[src/rtl/fifo_uart_tx.sv]
// fifo_uart_tx
//   Pulls bytes from an upstream 8-entry FIFO with a registered read port and
//   transmits each one as an 8N1 UART frame. The line idles high. When
//   another byte is waiting at the end of a stop bit, the next frame follows
//   with no idle bit in between.
//
// Ports
//   clk          in   single clock, rising edge
//   rst          in   synchronous active-high reset
//   empty_i      in   upstream FIFO empty flag
//   data_i       in   upstream FIFO read data, valid the cycle after rd_en_o
//   rd_en_o      out  one-cycle read strobe to the upstream FIFO
//   tx_o         out  serial line, 8N1, idle high
//   busy_o       out  high whenever a frame is being fetched or sent
//   frame_done_o out  one-cycle pulse on the last cycle of each stop bit
//
// Parameter
//   CLKS_PER_BIT clock cycles per serial bit, 2..65535
module fifo_uart_tx #(
  parameter int CLKS_PER_BIT = 16
) (
  input  logic       clk,
  input  logic       rst,
  input  logic       empty_i,
  input  logic [7:0] data_i,
  output logic       rd_en_o,
  output logic       tx_o,
  output logic       busy_o,
  output logic       frame_done_o
);

  localparam int CNT_W = (CLKS_PER_BIT > 1) ? $clog2(CLKS_PER_BIT) : 1;
  localparam logic [CNT_W-1:0] CNT_MAX = CNT_W'(CLKS_PER_BIT - 1);

  typedef enum logic [2:0] {
    IDLE  = 3'd0,
    FETCH = 3'd1,
    LOAD  = 3'd2,
    START = 3'd3,
    DATA  = 3'd4,
    STOP  = 3'd5
  } state_t;

  state_t           r_state;
  state_t           w_next;
  logic [CNT_W-1:0] r_baud;
  logic [2:0]       r_bit_idx;
  logic [7:0]       r_shift;
  logic             w_bit_end;
  logic             w_in_bit;

  // The baud counter only ever reaches CNT_MAX, so a bit ends there and the
  // counter never wraps inside a bit.
  assign w_bit_end = (r_baud == CNT_MAX);
  assign w_in_bit  = (r_state == START) || (r_state == DATA) || (r_state == STOP);

  // NOTE: every signal assigned in an always_comb gets a default before the
  // case statement; a path that leaves one unassigned infers a latch.
  always_comb begin
    w_next = r_state;
    unique case (r_state)
      IDLE:  if (!empty_i) w_next = FETCH;
      FETCH: w_next = LOAD;
      LOAD:  w_next = START;
      START: if (w_bit_end) w_next = DATA;
      DATA:  if (w_bit_end && (r_bit_idx == 3'd7)) w_next = STOP;
      STOP:  if (w_bit_end) w_next = empty_i ? IDLE : FETCH;
      default: w_next = IDLE;
    endcase
  end

  // NOTE: sequential state uses non-blocking assignments so every register
  // samples pre-edge values, independent of statement order.
  always_ff @(posedge clk) begin
    if (rst) begin
      r_state   <= IDLE;
      r_baud    <= '0;
      r_bit_idx <= '0;
      r_shift   <= '0;
    end else begin
      r_state <= w_next;

      if (w_in_bit && !w_bit_end) r_baud <= r_baud + 1'b1;
      else                        r_baud <= '0;

      // A 3-bit index rolls 7 -> 0 on its own as DATA hands over to STOP.
      if (r_state != DATA)   r_bit_idx <= '0;
      else if (w_bit_end)    r_bit_idx <= r_bit_idx + 3'd1;

      // data_i is the registered FIFO output, valid only while in LOAD.
      if (r_state == LOAD)                   r_shift <= data_i;
      else if ((r_state == DATA) && w_bit_end) r_shift <= {1'b0, r_shift[7:1]};
    end
  end

  // Outputs are decoded from state and registers only; no input reaches an
  // output combinationally.
  always_comb begin
    tx_o = 1'b1;
    case (r_state)
      START:   tx_o = 1'b0;
      DATA:    tx_o = r_shift[0];
      default: tx_o = 1'b1;
    endcase
  end

  assign rd_en_o      = (r_state == FETCH);
  assign busy_o       = (r_state != IDLE);
  assign frame_done_o = (r_state == STOP) && w_bit_end;

endmodule

[config.mk]
export PLATFORM = sky130hd
export DESIGN_NAME = fifo_uart_tx
export DESIGN_NICKNAME = d
export VERILOG_FILES = /design/src/rtl/fifo_uart_tx.sv
export SDC_FILE = /design/constraint.sdc
export NUM_CORES = 1
export LEC_CHECK = 0
export ABC_AREA = 1
export BUFFER_PORTS_ARGS = -buffer_cell sky130_fd_sc_hd__buf_4
export CORE_MARGIN = 4
export CORE_UTILIZATION = 58
export DETAILED_ROUTE_END_ITERATION = 12
export PLACE_DENSITY_LB_ADDON = 0.25
export SYNTH_ARGS = -nofsm -noshare
export SYNTH_HDL_FRONTEND = slang
export SYNTH_SLANG_ARGS = --single-unit
[constraint.sdc]
create_clock -name clk -period 2.3 [get_ports clk]
set_input_delay 0.46 -clock clk [delete_from_list [all_inputs] [get_ports clk]]
set_output_delay 0.46 -clock clk [all_outputs]
set_load 0.05 [all_outputs]
## Yosys cells after proc, flatten, opt, wreduce, memory -nomap -nowiden

Cells that the tools add are included.

| storage, ports and cells | value |
|---|---|
| register bits | 18 |
| input port bits | 11 |
| output and inout port bits | 4 |
| word-level logic and storage cells | 41 |

| cells by class | value |
|---|---|
| add/subtract/negate cells | 2 |
| equal/unequal tests | 12 |
| mux-type cells | 9 |
| bitwise gates (word level) | 1 |
| reductions and logical operators | 13 |

Operators by type and width:

| cell | count |
|---|---|
| 3-bit one-hot mux with 6 select lines | 1 |
| 8-bit two-way mux | 2 |
| 3-bit two-way mux | 4 |
| 3-bit equality test, second input constant | 3 |
| 2-bit inequality test, second input constant | 4 |
| 3-bit by 2-bit equality test with 1-bit output, second input constant | 2 |
| 4-bit by 1-bit adder with 4-bit output, second input constant | 1 |
| 4-bit equality test, second input constant | 1 |
| 1-bit logical AND | 4 |
| 4-bit AND reduction | 1 |
| 2-bit OR reduction | 2 |
| 3-bit by 1-bit adder with 3-bit output, second input constant | 1 |
| 3-bit by 1-bit equality test with 1-bit output, second input constant | 1 |
| 3-bit logical NOT | 1 |
| 3-bit inequality test, second input constant | 1 |
| 3-bit nonzero test | 1 |
| 1-bit logical OR | 2 |
| 1-bit one-hot mux with 2 select lines | 1 |
| 2-bit nonzero test | 1 |
| 1-bit logical NOT | 1 |
| 1-bit two-way mux | 1 |
| 1-bit NOT | 1 |

## Longest topological paths before layout

| depth | value |
|---|---|
| depth in word-level cells | 6 |
| mapped depth | 9 |
| mapped depth without buffers | 9 |

## Least setup slack after synthesis

OpenSTA, ideal clock, no wires.

| path | value |
|---|---|
| path kind | register to output |
| start point | reg r_baud[0] |
| end point | out frame_done_o |
| arrival time | 1.403 ns |
| data required time | 1.840 ns |
| path slack | 0.437 ns |
| cell stages (with the launch flop) | 4 |
| path buffers | 0 |
| path through | dfxtp_1 > ha_1 > nand3_4 > nor2_1 |

| on the way | value |
|---|---|
| cells in the longest elaborated chain, start to end | 2 |

RTL lines:

| item | RTL line | text |
|---|---|---|
| start: declaration | 46 | `logic [CNT_W-1:0] r_baud;` |
| start signal: assignment | 83 | `if (w_in_bit && !w_bit_end) r_baud <= r_baud + 1'b1;` |
| 4-bit equality test | 54 | `assign w_bit_end = (r_baud == CNT_MAX);` |
| 1-bit logical AND | 109 | `assign frame_done_o = (r_state == STOP) && w_bit_end;` |
| end: declaration | 29 | `output logic frame_done_o` |

Every way passes these cells.

## Final worst setup path

Ends and elaborated chain as after synthesis.

==> metrics.md <==
| Metric | Value |
|---|---|
| Ports | `15` |
| Hold path depth | `3` |
| Pre-Repair DR Iteration Count | `5` |
| Share of cells above drive strength 1 | `24.7%` |
| Rows | `14` |
| Vias in the first global route | `808` |
| Final Max Tran Viols | `0` |
| Post-Syn Area | `986 sq um` |
| Maximum clock frequency | `532 MHz` |
| Wire per inst | `11.1 microns` |
| Finished Core Util | `71.9%` |
| Post-CTS sizing | `0` |
| Post-synth EDFFs | `0` |
| Number of vias in the routed layout | `866` |
| Slew HR | `76.4%` |
| PD cells | `1030 nW/um^2` |
| Clock transition at the registers of the reported paths | `110 ps` |
| TritonCTS clock tree | `done` |
| Worst r2r src | `r_baud[0]$_SDFF_PP0_` |
| Core ar. | `1560 sq um` |
| Reg-to-Reg End | `r_state[2]$_SDFFE_PP0P_` |
| Static Leak | `0.529 nW` |
| Gate power share | `46.0%` |
| Hold WC Path Type | `input pin to register` |
| Critical path arrival | `1420 ps` |
| Hold EP | `r_shift[7]$_SDFFE_PP0P_` |
| Slew @ Worst Pin | `354 ps` |
| Final Hold Fails | `0` |
| CTS Root Cell | `clkbuf_4` |
| Nets | `161` |
| P_int | `0.632 mW` |
| Register bit count reported by yosys | `18` |
| WP data required | `1840 ps` |
| Crit Path Class | `register to output port` |
| Final Critical Period | `1880 ps` |
| Routed Antenna Nets | `0` |
| GRT Total Usage | `15.8%` |
| Clock Path Buffers | `2` |
| Clock buffer count from CTS | `3` |
| Later-pin clock latency in the skew report | `280 ps` |
| Top cells by area, synth | `dfxtp_1 (37%), nand2_1 (18%), a21oi_2 (5.3%), nand3_1 (4.1%), ha_1 (3.8%)` |
| Maxcap violations | `0` |
| Dpl cells | `158` |
| Via density per instance | `5.35` |
| First-pass GRT wire length | `3150 microns` |
| Clk pwr share | `16.8%` |
| CTS H-tree lvls | `1` |
| Maximum vdd ir drop | `591 uV` |
| Sw Share | `45.1%` |
| Final Non-Filler Cells | `162` |
| DR iter-0 viols | `20` |
| Mapped Cells | `131` |
| Post-DP Area | `1080 sq um` |
| Top cells by count, synth | `nand2_1 (47), dfxtp_1 (18), inv_1 (10), nor2_1 (10), nand3_1 (8)` |
| Crit-path max FO | `10` |
| Gpl congestion | `0.807` |
| Register area share after synthesis | `36.5%` |
| Critical Path Source Type | `register` |
| # fillers | `134` |
| Reg2Reg Depth | `8` |
| Hold Startpoint | `data_i[7]` |
| DR DRC count | `0` |
| Yosys top cell area share | `36.5%` |
| DIE WIDTH | `49.2 microns` |
| Setup TNS | `0 ps` |
| Die ar. | `2420 sq um` |
| CTS Sinks | `18` |
| R2R setup slack | `880 ps` |
| Antenna diodes | `0` |
| Sequential cell area | `360 sq um` |
| Final setup viols | `0` |
| Post-CTS setup repair buffer count | `0` |
| Ys async rst share | `0%` |
| Syn. warnings | `0` |
| Yosys cell types | `25` |
| Number of buffers added on ports | `14` |
| Sequential Power Share | `37.2%` |
| Syn avg cell area | `7.53 sq um` |
| RSZ-0062 raised after global routing | `false` |
| Min Hold Slack | `426 ps` |
| Initial antenna violation count | `0` |
| Initial Utilization | `63.2%` |
| Top cell type by total area after synthesis | `dfxtp_1` |
| CTS Hold Bufs | `0` |
| Die height | `49.2 microns` |
| CP Capture Type | `output port` |
| Post-Route WL | `1800 microns` |
| Grt total ovfl | `0` |
| Final Cycle Share | `81.7%` |
| Design area | `1120 sq um` |
| Outcome | `finished, final reports clean` |
| P&R area growth vs syn | `13.7%` |
| Syn nets | `145` |
| Ys flop type | `dfxtp_1` |
| Post-DP HPWL | `1430 microns` |
| Final Skew | `4.32 ps` |
| Count leader, synth | `nand2_1` |
| Multi-input logic area | `547 sq um` |
| Net switching power | `0.519 mW` |
| Largest net degree at the start of global routing | `12` |
[cells by family (layout without fill, tap and decap cells)]
logic type                 Yosys count  count (layout)  share of synthesized area [%]
buffers and inverters               15              30                           8.00
AOI/OAI and AO/OA                   17              17                           11.7
DFF                                 18              18                           36.5
and+or+nand+nor                     76              76                           38.2
xor gates and xnor gates             2               2                           1.78
adders and majority gates            3               3                           3.81
[worst max-delay path: stages (launching register included)]
cell and delay, ps:
dfxtp_1 370, ha_1 240, nand3_4 180, nor2_1 140, buf_4 200
[sequential cells by signal, indices dropped and copies added, names as in the netlist]
signal,cells
r_baud,4
r_state,3
r_bit_idx,3
r_shift,8
[stage by stage]
stage | setup slack (ps) | total power [mW]
3_3_place_gp | 778 | 0.950
4_1_cts | 422 | 1.15
6_report | 422 | 1.15
5_1_grt | 314 | 1.23
2_1_floorplan | 437 | 0.872
3_5_place_dp | 747 | 0.967
[cell type report]
| cell class | count | area share [%] |
|---|---|---|
| multi-input combinational | 98 | 48.8 |
| sequential | 18 | 32.1 |
| timing repair buffer | 14 | 9.37 |
| inverter | 12 | 4.69 |
| clock buffer | 4 | 3.24 |
| tap | 16 | 1.79 |
[power groups by stage]
stage               combinational, mW  clock, mW  sequential (mW)
finish                          0.530      0.193            0.428
global route                    0.582      0.212            0.437
CTS                             0.533      0.193            0.428
detailed placement              0.531          0            0.435
global placement                0.519          0            0.430
floorplan                       0.478          0            0.395
[metal layers]
metal,share of wire (%),GRT usage [%],up-vias
met5,0,0,-
met1,43,16.9,405
met2,52,31.7,14
met4,0.67,4.27,0
li1,-,-,445
met3,3.9,1.83,2
[cells in the final DEF, fill, tap and decap left out]
cell,count
xnor2_1,1
clkinv_4,1
a21boi_0,1
ha_1,3
nor2_8,1
xor2_1,1
clkbuf_8,1
dfxtp_1,18
a21oi_2,6
o21ai_0,2
inv_1,10
nand2_4,3
a21oi_1,6
nor3_2,1
nand3_1,8
nor2_2,1
buf_4,14
o21a_1,2
nand2_1,47
inv_4,1
clkbuf_4,3
or2_2,1
nand4_1,1
nor2_1,10
nor2_4,2
nand3_4,1
[worst max path at each step]
stage                         to               startpoint  slack (ps)
floorplan           frame_done_o     r_baud[0]$_SDFF_PP0_         440
global placement    frame_done_o     r_baud[0]$_SDFF_PP0_         780
detailed placement  frame_done_o     r_baud[0]$_SDFF_PP0_         750
CTS                 frame_done_o     r_baud[0]$_SDFF_PP0_         420
global route                tx_o  r_state[2]$_SDFFE_PP0P_         310
finish              frame_done_o     r_baud[0]$_SDFF_PP0_         420
Note: power is estimated with default switching activity, not from simulation.
